===== src/rtl/deconv_ctrl_pkg.sv =====
// Shared types and helpers for the deconvolution frame admission controller.
package deconv_ctrl_pkg;

    typedef enum logic [1:0] {
        IDLE = 2'd0,
        PASS = 2'd1,
        DROP = 2'd2
    } state_t;

    localparam int STAT_W_DEF = 16;

    // Increment that holds at the all-ones value of a w-bit counter (w <= 32).
    function automatic logic [31:0] sat_inc(input logic [31:0] v, input int w);
        logic [31:0] max_v;
        max_v = (w >= 32) ? 32'hFFFF_FFFF : ((32'd1 << w) - 32'd1);
        return (v >= max_v) ? max_v : v + 32'd1;
    endfunction

endpackage


===== src/rtl/deconv_frame_check.sv =====
// Pixel/line position tracking for an admitted frame; flags eop and eof beats
// that land at the wrong place in the frame geometry.
module deconv_frame_check #(
    parameter int STRING_LEN = 7,
    parameter int LINE_NUM   = 1792
) (
    input  logic clk,
    input  logic reset,
    input  logic start,
    input  logic beat,
    input  logic eop,
    input  logic eof,
    output logic geom_err
);

    localparam int PW = (STRING_LEN > 1) ? $clog2(STRING_LEN) : 1;
    localparam int LW = (LINE_NUM > 1) ? $clog2(LINE_NUM) : 1;
    localparam logic [PW-1:0] PIX_LAST  = PW'(STRING_LEN - 1);
    localparam logic [LW-1:0] LINE_LAST = LW'(LINE_NUM - 1);

    logic [PW-1:0] pix_q, cur_pix;
    logic [LW-1:0] line_q, cur_line;
    logic          err_d;

    // The admitting sof beat is pixel 0 of line 0 regardless of leftover counts.
    always_comb begin
        cur_pix  = start ? '0 : pix_q;
        cur_line = start ? '0 : line_q;
        err_d    = 1'b0;
        if (beat) begin
            if (eop && (cur_pix != PIX_LAST)) err_d = 1'b1;
            if (eof && !(eop && (cur_pix == PIX_LAST) && (cur_line == LINE_LAST))) err_d = 1'b1;
        end
    end

    always_ff @(posedge clk or posedge reset) begin
        if (reset) begin
            pix_q    <= '0;
            line_q   <= '0;
            geom_err <= 1'b0;
        end else begin
            geom_err <= err_d;
            if (beat) begin
                if (eop || (cur_pix == PIX_LAST)) begin
                    pix_q <= '0;
                    if (eop) line_q <= (cur_line == LINE_LAST) ? '0 : cur_line + 1'b1;
                end else begin
                    pix_q  <= cur_pix + 1'b1;
                    line_q <= cur_line;
                end
            end
        end
    end

endmodule


===== src/rtl/deconv_frame_sched.sv =====
// Whole-frame admission controller in front of the deconvolution decoder chain,
// with in-flight accounting from returned eof, geometry checks and a watchdog.
module deconv_frame_sched
    import deconv_ctrl_pkg::*;
#(
    parameter int DATA_WIDTH     = 8,
    parameter int STRING_LEN     = 7,
    parameter int LINE_NUM       = 1792,
    parameter int MAX_INFLIGHT   = 2,
    parameter int TIMEOUT_CYCLES = 1048576,
    parameter int STAT_W         = STAT_W_DEF
) (
    input  logic                  clk,
    input  logic                  reset,
    input  logic                  enable_i,
    input  logic                  clr_i,
    input  logic [DATA_WIDTH-1:0] data_i,
    input  logic                  data_valid_i,
    input  logic                  sop_i,
    input  logic                  eop_i,
    input  logic                  sof_i,
    input  logic                  eof_i,
    output logic [DATA_WIDTH-1:0] data_o,
    output logic                  data_valid_o,
    output logic                  sop_o,
    output logic                  eop_o,
    output logic                  sof_o,
    output logic                  eof_o,
    input  logic                  ret_valid_i,
    input  logic                  ret_eof_i,
    output logic [2:0]            inflight_o,
    output logic                  busy_o,
    output logic [STAT_W-1:0]     frames_in_o,
    output logic [STAT_W-1:0]     frames_drop_o,
    output logic                  frame_err_o,
    output logic                  timeout_o
);

    // Streams are valid-only: a beat transfers on every cycle its valid is high,
    // upstream and toward the chain alike; there is no ready/backpressure path.

    localparam int WW = $clog2(TIMEOUT_CYCLES) + 1;
    localparam logic [WW-1:0] WD_LAST = WW'(TIMEOUT_CYCLES - 1);
    localparam logic [2:0]    MAX_IF  = 3'(MAX_INFLIGHT);

    state_t        state_q, state_d;
    logic          admit, drop, pass_beat, fwd, sof_err;
    logic          ret_ok, ret_err, wd_fire, pend_err, geom_err;
    logic [WW-1:0] wd_q;

    always_comb begin
        admit     = (state_q == IDLE) && data_valid_i && sof_i && enable_i && (inflight_o < MAX_IF);
        drop      = (state_q == IDLE) && data_valid_i && sof_i && !admit;
        pass_beat = (state_q == PASS) && data_valid_i;
        fwd       = admit || pass_beat;
        sof_err   = pass_beat && sof_i;
        ret_ok    = ret_valid_i && ret_eof_i && (inflight_o != 3'd0);
        ret_err   = ret_valid_i && ret_eof_i && (inflight_o == 3'd0);
        wd_fire   = (inflight_o != 3'd0) && !ret_valid_i && (wd_q == WD_LAST);
        state_d   = state_q;
        case (state_q)
            IDLE:       if (data_valid_i && sof_i && !eof_i) state_d = admit ? PASS : DROP;
            PASS, DROP: if (data_valid_i && eof_i) state_d = IDLE;
            default:    state_d = IDLE;
        endcase
    end

    assign busy_o = (state_q != IDLE) || (inflight_o != 3'd0);

    deconv_frame_check #(
        .STRING_LEN (STRING_LEN),
        .LINE_NUM   (LINE_NUM)
    ) u_check (
        .clk      (clk),
        .reset    (reset),
        .start    (admit),
        .beat     (fwd),
        .eop      (eop_i),
        .eof      (eof_i),
        .geom_err (geom_err)
    );

    always_ff @(posedge clk or posedge reset) begin
        if (reset) begin
            state_q       <= IDLE;
            data_o        <= '0;
            data_valid_o  <= 1'b0;
            sop_o         <= 1'b0;
            eop_o         <= 1'b0;
            sof_o         <= 1'b0;
            eof_o         <= 1'b0;
            inflight_o    <= 3'd0;
            wd_q          <= '0;
            timeout_o     <= 1'b0;
            frames_in_o   <= '0;
            frames_drop_o <= '0;
            pend_err      <= 1'b0;
            frame_err_o   <= 1'b0;
        end else begin
            state_q      <= state_d;
            data_valid_o <= fwd;
            sop_o        <= fwd && sop_i;
            eop_o        <= fwd && eop_i;
            sof_o        <= admit;
            eof_o        <= fwd && eof_i;
            if (fwd) data_o <= data_i;

            // A watchdog expiry abandons every outstanding frame at once.
            if (wd_fire)                inflight_o <= 3'd0;
            else if (admit && !ret_ok)  inflight_o <= inflight_o + 3'd1;
            else if (ret_ok && !admit)  inflight_o <= inflight_o - 3'd1;

            if ((inflight_o == 3'd0) || ret_valid_i || wd_fire) wd_q <= '0;
            else                                                wd_q <= wd_q + 1'b1;

            if (clr_i)        timeout_o <= 1'b0;
            else if (wd_fire) timeout_o <= 1'b1;

            if (clr_i)      frames_in_o <= '0;
            else if (admit) frames_in_o <= STAT_W'(sat_inc(32'(frames_in_o), STAT_W));

            if (clr_i)     frames_drop_o <= '0;
            else if (drop) frames_drop_o <= STAT_W'(sat_inc(32'(frames_drop_o), STAT_W));

            // All error sources surface on frame_err_o one cycle after the output beat.
            pend_err    <= sof_err || ret_err;
            frame_err_o <= pend_err || geom_err;
        end
    end

endmodule


===== config.mk =====
export PLATFORM = sky130hd
export DESIGN_NAME = deconv_frame_sched
export DESIGN_NICKNAME = d
export VERILOG_FILES = /design/src/rtl/deconv_ctrl_pkg.sv /design/src/rtl/deconv_frame_check.sv /design/src/rtl/deconv_frame_sched.sv
export SDC_FILE = /design/constraint.sdc
export NUM_CORES = 1
export LEC_CHECK = 0
export ABC_AREA = 1
export CAP_MARGIN = 0
export CORE_MARGIN = 10
export CORE_UTILIZATION = 35
export CTS_CLUSTER_DIAMETER = 40
export CTS_CLUSTER_SIZE = 20
export DETAILED_ROUTE_END_ITERATION = 10
export SLEW_MARGIN = 10
export SYNTH_ARGS = -nofsm -noshare
export SYNTH_HDL_FRONTEND = slang
export SYNTH_HIERARCHICAL = 1
export SYNTH_SLANG_ARGS = --single-unit
export TNS_END_PERCENT = 30

===== constraint.sdc =====
create_clock -name clk -period 5.9 [get_ports clk]
set_input_delay 1.77 -clock clk [delete_from_list [all_inputs] [get_ports clk]]
set_output_delay 1.77 -clock clk [all_outputs]
set_load 0.005 [all_outputs]

==> summary.md, run 1 <==
| Metric | Value |
|---|---|
| Tmin final | between 3000 and 4000 ps |
| Iteration-0 DRC Markers | 281 |
| Layout fillers | between 1k and 1.5k |
| Net Sw Frac | between 30% and 40% |
| Worst rel slew slack | 45.9% |
| Synth area leader | dfrtp_1 |
| Worst Hold Class | reg -> reg |
| Met3 Usage GRT | about 2.4% |
| CTS root buffer | clkbuf_16 |
| Status | finished, final reports clean |
| Met2 global-route usage | between 20% and 30% |
| Setup Viol. Count Final | 0 |
| H-tree depth | 3 |
| Sequential element share of the synthesized area | 42.3% |
| Via density | 4.69 |
| Peak VDD IR | ~0.15 mV |
| Comb power frac | 22.7% |
| Pin count of the biggest net entering global routing | 46 |
| Number of cell rows | 44 |
| Die X | 143 um |
| Top-area cell type share of the netlist area | 42.3% |
| Distinct cell type count after synthesis | 38 |
| Vias in the first global route | 4306 |
| Yosys Warn Count | 6 |
| Synth Register Bits | just under 90 |
| Nature of the critical path endpoint | flip-flop |
| Syn Nets | 730 |
| Final setup margin | approximately 2100 ps |
| F_max | 264 MHz |
| Syn Inst Count | 702 |
| R2r startpoint | state_q[0]$_DFFE_PP0P_ |
| # IOs | 70 |
| First-pass GRT wire length | 21.0 mm |
| CP required | about 6100 ps |
| CTS sink cnt | 89 |
| Unrepaired setup endpoints after global routing | false |
| GR peak layer | met2 |
| Clock Latency Late Sink | 350 ps |
| Most used DFF post-synth | dfrtp_1 |
| Initial Utilization | a little over a third |
| Die Span Y | 143 um |
| First drt pass iteration count | 4 |
| Setup Fix Bufs, Post-CTS | 0 |
| Remaining Overflow, GRT | 0 |
| Worst clock skew | 8.21 ps |
| Hold path start | u_check/geom_err$_DFF_PP0_ |
| # Max-Cap Violations | 0 |
| Pint | roughly 1200 uW |
| Startpoint types | primary input |
| Post-Syn Area | 5260 sq um |
| GRT Total Usage | approximately 13% |
| Critical path type | in -> reg |
| Longest Clk Path Bufs | 2 |
| DRC errors left | 0 |
| Area grow syn2layout | 21.8% |
| GPL Wtd Cong | 0.844 |
| Port bufs | 69 |
| Async S/R FF share, synth | 100% |
| Reg2reg path depth | 12 |
| Post-detail-place hpwl | ~9.1 mm |
| Clock transition at the registers of the reported paths | approximately 70 ps |
| Slew Limit Fails | 0 |
| Post_cts resized | 0 |
| Cts bufs inserted | 9 |
| Worst hold path cell count | 1 |
| Layout cell share with drive strength beyond 1 | between 8 and 9% |
| Post-synth EDFFs | 0 |
| Hold Buf Count CTS | 0 |
| Worst slew pin tran | 812 ps |
| Pwr Total | 1700 uW |
| Remaining antenna violation count | 0 |
| Final Hold Fails | 0 |
| Met1 Track Usage GR | around 16% |
| Reg2reg end | u_check/line_q[6]$_DFFE_PP0P_ |
| Wire per inst | 12.9 um |
| Crit path max fanout | 16 |
| Register share of total power | 43.0% |
| Mean Syn Cell Area | between 7 and 8 sq um |
| Largest cells by area after synthesis | dfrtp_1, nand2_1, nor2_1 |
| Critical Path AT | approximately 4000 ps |
| Clock Power Share | 34.3% |
| Leak pwr | slightly below 0.003 uW |
| Die ar. | 20300 sq um |
| Via Count | 4518 |
| Setup slack at placement | ~1700 ps |
| Nets | 803 |
| Power Density | 265 nW/um^2 |
| Net Switching | between 500 and 600 uW |
| Antenna violations before repair | 0 |
| Final period utilization | 64.2% |
| Final WL | 12.5 mm |
| Setup TNS | 0 ps |
| CTS tree | built |
| Core area | 14600 sq um |
| FF-to-FF setup slack | 3380 ps |
| Worst Hold Endpoint | frame_err_o$_DFF_PP0_ |
| Diodes inserted | 0 |
-- power by group through the flow --
| stage | registers (uW) | clock network, uW | logic, uW |
|---|---|---|---|
| after floorplan | 738 | 0 | 233 |
| after global placement | 741 | 0 | 387 |
| after detailed placement | 742 | 0 | 391 |
| after CTS | 731 | 598 | 393 |
| after global routing | 741 | 623 | 437 |
| final | 731 | 582 | 385 |
-- metal layers --
metal / vias up / share of wire (%)
met5: - / 0
met4: 0 / 1.2
met3: 12 / 4.2
met2: 67 / 46
met1: 2072 / 49
li1: 2367 / -
-- flip-flops by register name (all words and copies together) (netlist names) --
name	cells
u_check/geom_err	1
inflight_o	3
eop_o	1
state_q	2
data_valid_o	1
pend_err	1
u_check/pix_q	3
timeout_o	1
frames_drop_o	16
eof_o	1
frame_err_o	1
data_o	8
wd_q	21
frames_in_o	16
u_check/line_q	11
sop_o	1
sof_o	1
-- worst max-delay path by stage --
stage          slack, ps          from  cells after the start                            end
6_report            2110  data_valid_i                     11  u_check/line_q[6]$_DFFE_PP0P_
5_1_grt             1850  data_valid_i                     11  u_check/line_q[6]$_DFFE_PP0P_
4_1_cts             2090  data_valid_i                     11  u_check/line_q[6]$_DFFE_PP0P_
3_5_place_dp        1720  data_valid_i                     11  u_check/line_q[6]$_DFFE_PP0P_
3_3_place_gp        1750  data_valid_i                     11  u_check/line_q[6]$_DFFE_PP0P_
2_1_floorplan       2250         reset                      1          data_o[0]$_DFFE_PP0N_
-- per-stage QoR --
step | hold slack, ps | instance area, sq um | utilization (%) | std cells
after floorplan | 410 | 5260 | - | 702
after global placement | 419 | 6110 | 41.7 | 948
after detailed placement | 427 | 6110 | 41.7 | 948
after CTS | 424 | 6410 | 43.8 | 964
after global routing | 444 | 6410 | 43.8 | 964
final | 423 | 6410 | 43.8 | 964
-- Yosys cell counts (2+ instances only) --
library cell	count
nand2_4	3
nand3_1	44
nand3_2	3
inv_1	80
inv_2	4
dfrtp_1	89
nand2_1	225
o21ai_0	38
xor2_1	21
nor2_4	8
nor2_2	7
o21ai_2	3
nand2_2	8
nor2_1	87
nand4_1	17
o21ai_1	4
o31ai_1	2
nand3b_1	3
buf_2	3
o211ai_1	3
o21bai_1	2
nor3_1	5
buf_6	4
a21oi_1	9
ha_1	8
xnor2_1	8
nand3_4	3
-- critical path: stages --
cell and delay, ps:
clkdlybuf4s50_1 530, nand3_1 140, nor2_2 120, buf_4 230
nor2_1 90, inv_1 80, ha_1 180, nand3_4 110
o21ai_4 410, o21ai_0 170, xor2_1 160
-- cells in the final DEF, fill, tap and decap left out, types with 4 or more instances in the layout --
master / Yosys / routed
clkbuf_16: 0 / 9
nand4_1: 17 / 17
nor2_2: 7 / 7
xor2_1: 21 / 21
nand3_1: 44 / 44
nand2_1: 225 / 225
a21oi_1: 9 / 9
o21ai_0: 38 / 38
ha_1: 8 / 8
o21ai_1: 4 / 4
dfrtp_1: 89 / 89
nand2_2: 8 / 8
nor3_1: 5 / 5
nor2_4: 8 / 8
inv_1: 80 / 79
clkdlybuf4s50_1: 0 / 69
nor2_1: 87 / 87
xnor2_1: 8 / 8
inv_2: 4 / 4
-- cell families after synthesis --
| family | after synthesis | synth area share, % |
|---|---|---|
| adder cells (fa/ha/maj) | 9 | 2.28 |
| flip-flops | 89 | 42.3 |
| XOR/XNOR | 29 | 4.83 |
| AND/OR/NAND/NOR | 417 | 35.8 |
| AO/OA/AOI/OAI | 63 | 6.80 |
| buffers and inverters | 95 | 7.99 |
-- area by class of cell --
class	count	area (sq um)	share of cell area, %
Sequential cell	89	2230	34.8
Clock inverter	5	55.1	0.859
Inverter	86	334	5.21
Tap cell	184	230	3.59
Clock buffer	11	243	3.79
Multi-Input combinational cell	518	2610	40.8
Timing Repair Buffer	71	706	11.0
No activity file was read; power rests on OpenSTA's default activity.
==> run 2, diff against run 1 <==
Clock period 5.9 ns to 3.7 ns, I/O delays scaled along.
==> run 2 against run 1 <==
Compared with the run above: via count up 0.71%; global-route usage decreased by 0.098 points; design area is 0.74% higher; setup slack lost 1400 ps; clock-buffer cell count is 1 higher; largest cell class unchanged; cell count rose by 0.31%; worst hold slack gained 9.3 ps; critical path depth increased by 4; power rose by 64%; utilization is 0.32 points higher; clock skew rose by 0.69 ps; wire length increased by 0.71%.
==> summary.md, run 2 (synthesis gave the netlist of run 1 again) <==
| Metric | Value |
|---|---|
| Slew Limit Fails | 0 |
| Longest Clk Path Bufs | 2 |
| Non-filler instance count after layout | 967 |
| Die Span Y | 143 um |
| Hold path start | u_check/geom_err$_DFF_PP0_ |
| R2r startpoint | state_q[1]$_DFFE_PP0P_ |
| Vias in the first global route | about 4.3k |
| Pin count of the biggest net entering global routing | 29 |
| Die ar. | approximately 20000 sq um |
| Clock transition at the registers of the reported paths | 60 ps |
| Net Sw Frac | 29.3% |
| Via Count | about 4.6k |
| Worst slew pin tran | about 600 ps |
| DRC errors left | 0 |
| Unrepaired setup endpoints after global routing | false |
| Wire per inst | 13.0 um |
| Diodes inserted | 0 |
| Nature of the critical path endpoint | flip-flop |
| Critical path origin | data_valid_i |
| Setup Viol. Count Final | 0 |
| CP peak stage delay | 540 ps |
| H-tree depth | 3 |
| Layout fillers | 1496 |
| CP top delay family | simple AND/OR/NAND/NOR gates |
| Peak VDD IR | 0.248 mV |
| Startpoint types | primary input |
| Area grow syn2layout | 22.7% |
| Worst clock skew | 8.90 ps |
| Die X | 143 um |
| Remaining antenna violation count | 0 |
| Initial Utilization | 35.9% |
| Crit path max fanout | 15 |
| Core area | 14600 sq um |
| Net Switching | 815 uW |
| Clock Power Share | 35.9% |
| First-pass GRT wire length | 21.0 mm |
| # Max-Cap Violations | 0 |
| Post-detail-place hpwl | 9.48 mm |
| Critical Path AT | 3270 ps |
| Commonest non-fill, non-tap cell in the layout | nand2_1 |
| Worst rel slew slack | approximately three fifths |
| First drt pass iteration count | 5 |
| Largest registers | wd_q: 21 flops, frames_drop_o: 16 flops, frames_in_o: 16 flops |
| Setup TNS | 0 ps |
| GRT Total Usage | 12.5% |
| Clock Latency Late Sink | 350 ps |
| Antenna violations before repair | 0 |
| Critical path type | in -> reg |
| Hold Buf Count CTS | 0 |
| Most used cells in the layout excluding fill and tap cells | nand2_1, dfrtp_1, nor2_1, inv_1, clkdlybuf4s50_1 |
| CP required | 3980 ps |
| Placed Cells | 951 |
| CTS tree | built |
| GPL Wtd Cong | 0.841 |
| CTS sink cnt | 89 |
| Leak pwr | between 0.002 and 0.003 uW |
| Tmin final | about 3000 ps |
| Pint | 1960 uW |
| Setup Fix Bufs, Post-CTS | 0 |
| Worst Hold Class | reg -> reg |
| Via density | 4.71 |
| Nets | approximately 810 |
| Comb power frac | a little over a fifth |
| Number of cell rows | 44 |
| Post_cts resized | 0 |
| Max FFs per register | 21 |
| Layout cell share with drive strength beyond 1 | 8.30% |
| Iteration-0 DRC Markers | between 200 and 250 |
| Biggest register | wd_q |
| Cells along the critical path | clkdlybuf4s50_1 -> nand3_1 -> nor2_2 -> buf_4 -> inv_8 -> nand2_1 -> inv_1 -> ha_1 -> nand2_1 -> nor2_2 -> nand3_1 -> nor2_1 -> nor2_1 -> nand3_1 -> nand2_1 |
| Final period utilization | between 80% and 90% |
| Remaining Overflow, GRT | 0 |
| F_max | approximately 330 MHz |
| CP max stage cell | clkdlybuf4s50_1 |
| Port bufs | 69 |
| Final Hold Fails | 0 |
| CTS root buffer | clkbuf_16 |
| # IOs | 70 |
| Final WL | 12.6 mm |
| WP buf/inv | 4 |
| Status | finished, final reports clean |
| Cts bufs inserted | 9 |
| Power Density | 430 nW/um^2 |
| Register share of total power | 42.1% |
-- run 2: metal layers --
metal  share of wire (%)  global-route usage, %  vias to the layer above
li1                    -                      -                     2362
met1                  47                   16.1                     2083
met2                  47                   20.2                       89
met3                 5.2                   2.40                       16
met4                 1.3                   4.89                        0
met5                   0                      0                        -
-- run 2: layout make-up --
class / instances / area (sq um) / area share [%]
inverter: 86 / 334 / 5.18
tap: 184 / 230 / 3.57
clock inverter: 4 / 76.3 / 1.18
sequential: 89 / 2230 / 34.5
clock buffer: 12 / 246 / 3.82
multi-input combinational: 518 / 2610 / 40.5
timing repair buffer: 74 / 728 / 11.3
-- run 2: path summary, 6_finish.rpt --
path                                                  endpoint  slack [ps]  cells past startpoint
worst max-delay path            u_check/line_q[10]$_DFFE_PP0P_         710                     15
max in group asynchronous                data_o[5]$_DFFE_PP0N_        1860                      3
min in group asynchronous         frames_drop_o[7]$_DFFE_PP0P_        1140                      2
worst min-delay path                     frame_err_o$_DFF_PP0_         430                      1
worst max register to register  u_check/line_q[10]$_DFFE_PP0P_        1350                     16
worst min register to register           frame_err_o$_DFF_PP0_         430                      1
-- run 2: power by group through the flow --
stage	Combinational (uW)	Clock [uW]	Sequential [uW]
2_1_floorplan	372	0	1180
3_3_place_gp	620	0	1190
3_5_place_dp	623	0	1190
4_1_cts	626	1020	1170
5_1_grt	696	1050	1190
6_report	610	997	1170
-- run 2: through the flow --
step           total power [uW]  worst slack [ps]  hold WS, ps  utilization, %  instance area (sq um)
6_report                   2780               713          432            44.1                   6450
5_1_grt                    2940               507          452            44.1                   6450
4_1_cts                    2820               746          434            44.1                   6450
3_5_place_dp               1810               380          418            41.9                   6130
3_3_place_gp               1810               441          422            41.9                   6130
2_1_floorplan              1550               708          410               -                   5260
-- run 2: worst register-to-register path: stages (launching register included) --
cell     delay, ps
dfrtp_1        360
inv_1           90
ha_1           230
nand3_1        150
nor2_2         170
buf_4          230
inv_8           90
nand2_1         70
inv_1           50
ha_1           230
nand2_1         90
nor2_2          60
nand3_1         80
nor2_1          40
nor2_1         180
nand3_1        110
nand2_1         70
==> RTL edit 1, RTL diff (flow settings as in run 1) <==
`STRING_LEN` is set to 7 in 2 places; all go to 6.
--- a/src/rtl/deconv_frame_check.sv
+++ b/src/rtl/deconv_frame_check.sv
@@ -1,7 +1,7 @@
 // Pixel/line position tracking for an admitted frame; flags eop and eof beats
 // that land at the wrong place in the frame geometry.
 module deconv_frame_check #(
-    parameter int STRING_LEN = 7,
+    parameter int STRING_LEN = 6,
     parameter int LINE_NUM   = 1792
 ) (
     input  logic clk,
--- a/src/rtl/deconv_frame_sched.sv
+++ b/src/rtl/deconv_frame_sched.sv
@@ -4,7 +4,7 @@
     import deconv_ctrl_pkg::*;
 #(
     parameter int DATA_WIDTH     = 8,
-    parameter int STRING_LEN     = 7,
+    parameter int STRING_LEN     = 6,
     parameter int LINE_NUM       = 1792,
     parameter int MAX_INFLIGHT   = 2,
     parameter int TIMEOUT_CYCLES = 1048576,
Formal check against the unedited RTL: not equivalent (a bounded check fails within 10 cycles, from zero or initial values and one cycle with reset high).
==> RTL edit 1 against run 1 <==
  * Worst setup slack gained 0.012 ns
  * Wire length is 1.2% higher
  * Die area is 0.59% lower
  * Sequential power about the same
  * Critical endpoint unchanged
  * Global-route usage up 0.13 points
  * Synthesized area shrank 0.69%
  * Non-clock buffer count unchanged
  * Power decreased by 0.15%
  * Cell area down 0.55%
  * Hold slack improved by 0.014 ns
  * Sequential cell count stayed put
==> RTL edit 1: results <==
[grt]
grt_pass1_wl_um = 21310
antenna_found_initial = 0
grt_max_degree = 52
grt_pass1_vias = 4261
grt_util_all_layers_pct = 12.70

[placed_design]
portBuffers = 69
hpwl_um = 9288
gp_congestion = 0.8658

[cells_and_area]
reg_top3 = "wd_q x21, frames_drop_o x16, frames_in_o x16"
nNetsFinal = 802
drive_gt1_share_pct = 7.445

[worst_hold_path]
holdCritPathClass = "register to register"
whs_path_depth = 1

[power]
peakVddDrop_uv = 168.2
power_leakage_nw = 2.913

[critical_path]
reg2reg_depth = 12
critPathMaxStageDelay_ns = 0.53
crit_fanout = 16
crit_slowest_cell = "clkdlybuf4s50_1"
arrival_ns = 4.00

[clocking]
holdBufCountCts = 0
ctsResizeCount = 0
numCtsBuffers = 9
clkSlewWorstSetupHoldPaths_ns = 0.06
htreeDepth = 3
post_cts_buffers = 0
cts_root_buf = "clkbuf_16"
clk_path_buf_depth = 2
clock_latency_ns = 0.35

[drt]
drt_iter0_markers = 272
first_pass_iters = 4
routed_wl_um = 12640
vias = 4580

[run_status]
outcome = "finished clean"

[logic_synthesis]
yosysWarnings = 6
ys.flop_type = "dfrtp_1"
synth_nets = 729
netlist_top_cells_count = "nand2_1 (227), dfrtp_1 (89), nor2_1 (87), inv_1 (79), nand3_1 (44)"
synth_cell_types = 38
ys_top_cells_by_area = "dfrtp_1 (43%), nand2_1 (16%), nor2_1 (6.3%)"
synth.yosys.seq_area_share_pct = 42.63
async_flop_share_pct = 100.0

[timing]
relSlewSlack_pct = 38.70
skew_ns = 0.009240
-- RTL edit 1: changes by cell type after synthesis, sizes merged --
cell	change
inv	-1
nand2	+1
nand3	-1
o22ai	+1
nor2	-1
-- RTL edit 1: cell type report --
class / count / area [µm²]
timing repair buffer: 71 / 705.7
sequential: 89 / 2227
clock buffer: 11 / 242.7
fill: 1465 / 8217
tap: 184 / 230.2
multi-input combinational: 518 / 2584
inverter: 85 / 327.8
clock inverter: 5 / 55.05
-- RTL edit 1: path summary, 6_finish.rpt --
kind                                endpoint        startpoint  slack [ns]
min in group asynchronous  u_check/line_q[1]             reset        1.87
setup reg to reg           u_check/line_q[6]        state_q[0]        3.41
hold reg to reg                  frame_err_o  u_check/geom_err        0.44
setup / recovery           u_check/line_q[6]      data_valid_i        2.13
max in group asynchronous  frames_drop_o[14]             reset        3.09
hold / removal                   frame_err_o  u_check/geom_err        0.44
-- RTL edit 1: power by group --
| group | leakage [nW] | internal (mW) | total (mW) | switching, mW |
|---|---|---|---|---|
| Sequential | 1.22 | 0.681 | 0.732 | 0.0514 |
| Combinational | 1.56 | 0.168 | 0.384 | 0.216 |
| Clock | 0.142 | 0.338 | 0.580 | 0.241 |
-- RTL edit 1: logic make-up (layout without fill, tap and decap cells) --
kind of cell	Yosys count	after routing	synth area share [%]
flip-flops	89	89	42.63
adder cells (fa/ha/maj)	9	9	2.299
buffers and inverters	94	172	7.904
AND/OR/NAND/NOR	416	416	35.47
XOR/XNOR	29	29	4.862
AO/OA/AOI/OAI	64	64	6.826
-- RTL edit 1: worst max-delay path: cells and delay by family --
family,cells,cell delay [ns]
adder cells (fa/ha/maj),1,0.19
buffers and inverters,3,0.84
XOR/XNOR,1,0.16
AO/OA/AOI/OAI,2,0.57
AND/OR/NAND/NOR,4,0.46
-- RTL edit 1: per-stage QoR --
step / hold WS, ns / std cells / instance area [µm²] / util [%] / worst slack, ns
finish: 0.4370 / 963 / 6372 / 43.68 / 2.126
floorplan: 0.4103 / 701 / 5224 / - / 2.248
CTS: 0.4397 / 963 / 6372 / 43.68 / 2.131
detailed placement: 0.4227 / 947 / 6075 / 41.64 / 1.754
global route: 0.4414 / 963 / 6372 / 43.68 / 1.900
global placement: 0.4205 / 947 / 6075 / 41.64 / 1.805
-- RTL edit 1: per-layer routing --
metal	GRT usage [%]	part of all wire, %
met1	16.70	47
met5	0	0
met3	2.870	5.1
met2	19.92	46
met4	4.680	1.4
==> RTL edit 2, RTL diff (flow settings as in run 1) <==
Made on the original files. Add an input register stage for `data_i`; this delays it by one clock. The other inputs are not delayed to match.
--- a/src/rtl/deconv_frame_sched.sv
+++ b/src/rtl/deconv_frame_sched.sv
@@ -42,6 +42,12 @@
     localparam int WW = $clog2(TIMEOUT_CYCLES) + 1;
     localparam logic [WW-1:0] WD_LAST = WW'(TIMEOUT_CYCLES - 1);
     localparam logic [2:0]    MAX_IF  = 3'(MAX_INFLIGHT);
+
+    logic [DATA_WIDTH-1:0] data_q;
+
+    always_ff @(posedge clk) begin
+        data_q <= data_i;
+    end
 
     state_t        state_q, state_d;
     logic          admit, drop, pass_beat, fwd, sof_err;
@@ -103,7 +109,7 @@
             eop_o        <= fwd && eop_i;
             sof_o        <= admit;
             eof_o        <= fwd && eof_i;
-            if (fwd) data_o <= data_i;
+            if (fwd) data_o <= data_q;
 
             // A watchdog expiry abandons every outstanding frame at once.
             if (wd_fire)                inflight_o <= 3'd0;
Check against the original RTL: not equivalent (Yosys sat finds a counterexample within 4 cycles, from zero or initial values and one cycle with reset high).
==> RTL edit 2 against run 1 <==
  * Via count is 2.1% higher
  * Worst setup slack got worse by 0.17 ns
  * Synthesized area rose by 3.6%
  * Power grew 11%
  * Sequential cell count increased by 8
  * First-iteration DRC count fell by 19%
  * Wire length is 3.5% higher
  * Clock power up 7.7%
  * Cell area is 2.9% higher
  * Global-route usage increased by 0.53 points
  * Maximum frequency is 4.3% lower
  * Largest cell class unchanged
  * Largest power group unchanged
==> RTL edit 2: results <==
[grt]
grt_overflow = 0
antenna_found_initial = 0
grt_util_all_layers_pct = 13.09
grt_max_degree = 48
grt_pass1_wl_um = 22120
grt_pass1_vias = 4526

[logic_synthesis]
netlist_top_cells_count = "nand2_1 (237), nor2_1 (95), dfrtp_1 (89), inv_1 (72), nand3_1 (61)"
synth_nets = 746
async_flop_share_pct = 91.75
synth.yosys.seq_area_share_pct = 43.82
yosysWarnings = 6
synth_cell_types = 43
ys_top_cells_by_area = "dfrtp_1 (41%), nand2_1 (16%), nor2_1 (6.5%)"

[cells_and_area]
nNetsFinal = 818
reg_top3 = "wd_q x21, frames_drop_o x16, frames_in_o x16"
diodes = 0
fillers = 1550
drive_gt1_share_pct = 7.044

[worst_hold_path]
whs_path_depth = 2

[placed_design]
hpwl_um = 9329
gp_congestion = 0.8384

[run_status]
outcome = "finished clean"

[drt]
drt_iter0_markers = 228
routed_wl_um = 12920
vias = 4613

[power]
p_sw_share_pct = 30.15
peakVddDrop_uv = 216.7
power_leakage_nw = 3.006

[clocking]
htreeDepth = 3
clk_path_buf_depth = 2
clock_latency_ns = 0.35

[critical_path]
arrival_ns = 4.19
reg2reg_depth = 11

[timing]
relSlewSlack_pct = 38.81
skew_ns = 0.008239
## RTL edit 2: cell types whose count changed after synthesis, moves of 6 or more
cell / change
nand3_1: +17
nand2_1: +12
dfxtp_1: +8
inv_1: -8
nor2_1: +8
o21ai_0: -6
## RTL edit 2: path summary, 6_finish.rpt
kind,slack [ns],from,end
max,1.94,data_valid_i,u_check/line_q[6]
min in group asynchronous,1.86,reset,u_check/line_q[2]
min reg2reg,0.42,data_q[1],data_o[1]
min,0.42,data_q[1],data_o[1]
max reg2reg,3.21,state_q[1],u_check/line_q[6]
max in group asynchronous,3.09,reset,wd_q[20]
## RTL edit 2: routing by layer
layer	track usage (%)	vias up	share of wire, %
li1	-	2405	-
met5	0	-	0
met1	16.43	2098	47
met3	4.237	12	7.0
met4	4.681	0	1.5
met2	20.63	98	45
## RTL edit 2: cell type report
class	count	area, µm²	area share [%]
well taps	188	235.2	3.569
inverters	77	300.3	4.556
clock buffers	10	229.0	3.474
flip-flops and latches	97	2387	36.22
repair buffers	70	698.2	10.59
clock inverters	6	82.58	1.253
multi-input cells	535	2659	40.34
## RTL edit 2: cells by family (layout without fill, tap and decap cells)
family                     Yosys count  in the layout  synth area share (%)
adders and majority gates            9              9                 2.205
buffers and inverters               86            163                 7.372
DFF                                 97             97                 43.82
and+or+nand+nor                    443            443                 36.22
xor gates and xnor gates            27             27                 4.341
AOI/OAI and AO/OA                   56             56                 6.040
## RTL edit 2: stage by stage
stage | area (µm²) | setup WS [ns] | std cells | hold WS [ns]
after global placement | 6280 | 1.605 | 967 | 0.4130
final | 6591 | 1.944 | 983 | 0.4182
after CTS | 6591 | 1.932 | 983 | 0.4162
after global routing | 6591 | 1.712 | 983 | 0.4379
after detailed placement | 6280 | 1.551 | 967 | 0.4148
after floorplan | 5448 | 2.248 | 718 | 0.4095
## RTL edit 2: critical path, stage by stage
cell	delay (ns)
clkdlybuf4s50_1	0.53
nand3_1	0.20
nor2_4	0.42
nor2_1	0.12
inv_1	0.09
ha_1	0.19
nand3_4	0.11
o21ai_4	0.41
o21ai_0	0.17
xor2_1	0.16
## RTL edit 2: power by group through the flow
stage	combinational, mW	sequential (mW)	clock (mW)
after floorplan	0.282	0.816	0
after global placement	0.450	0.823	0
after detailed placement	0.454	0.822	0
after CTS	0.455	0.812	0.651
after global routing	0.510	0.824	0.676
final	0.443	0.809	0.627
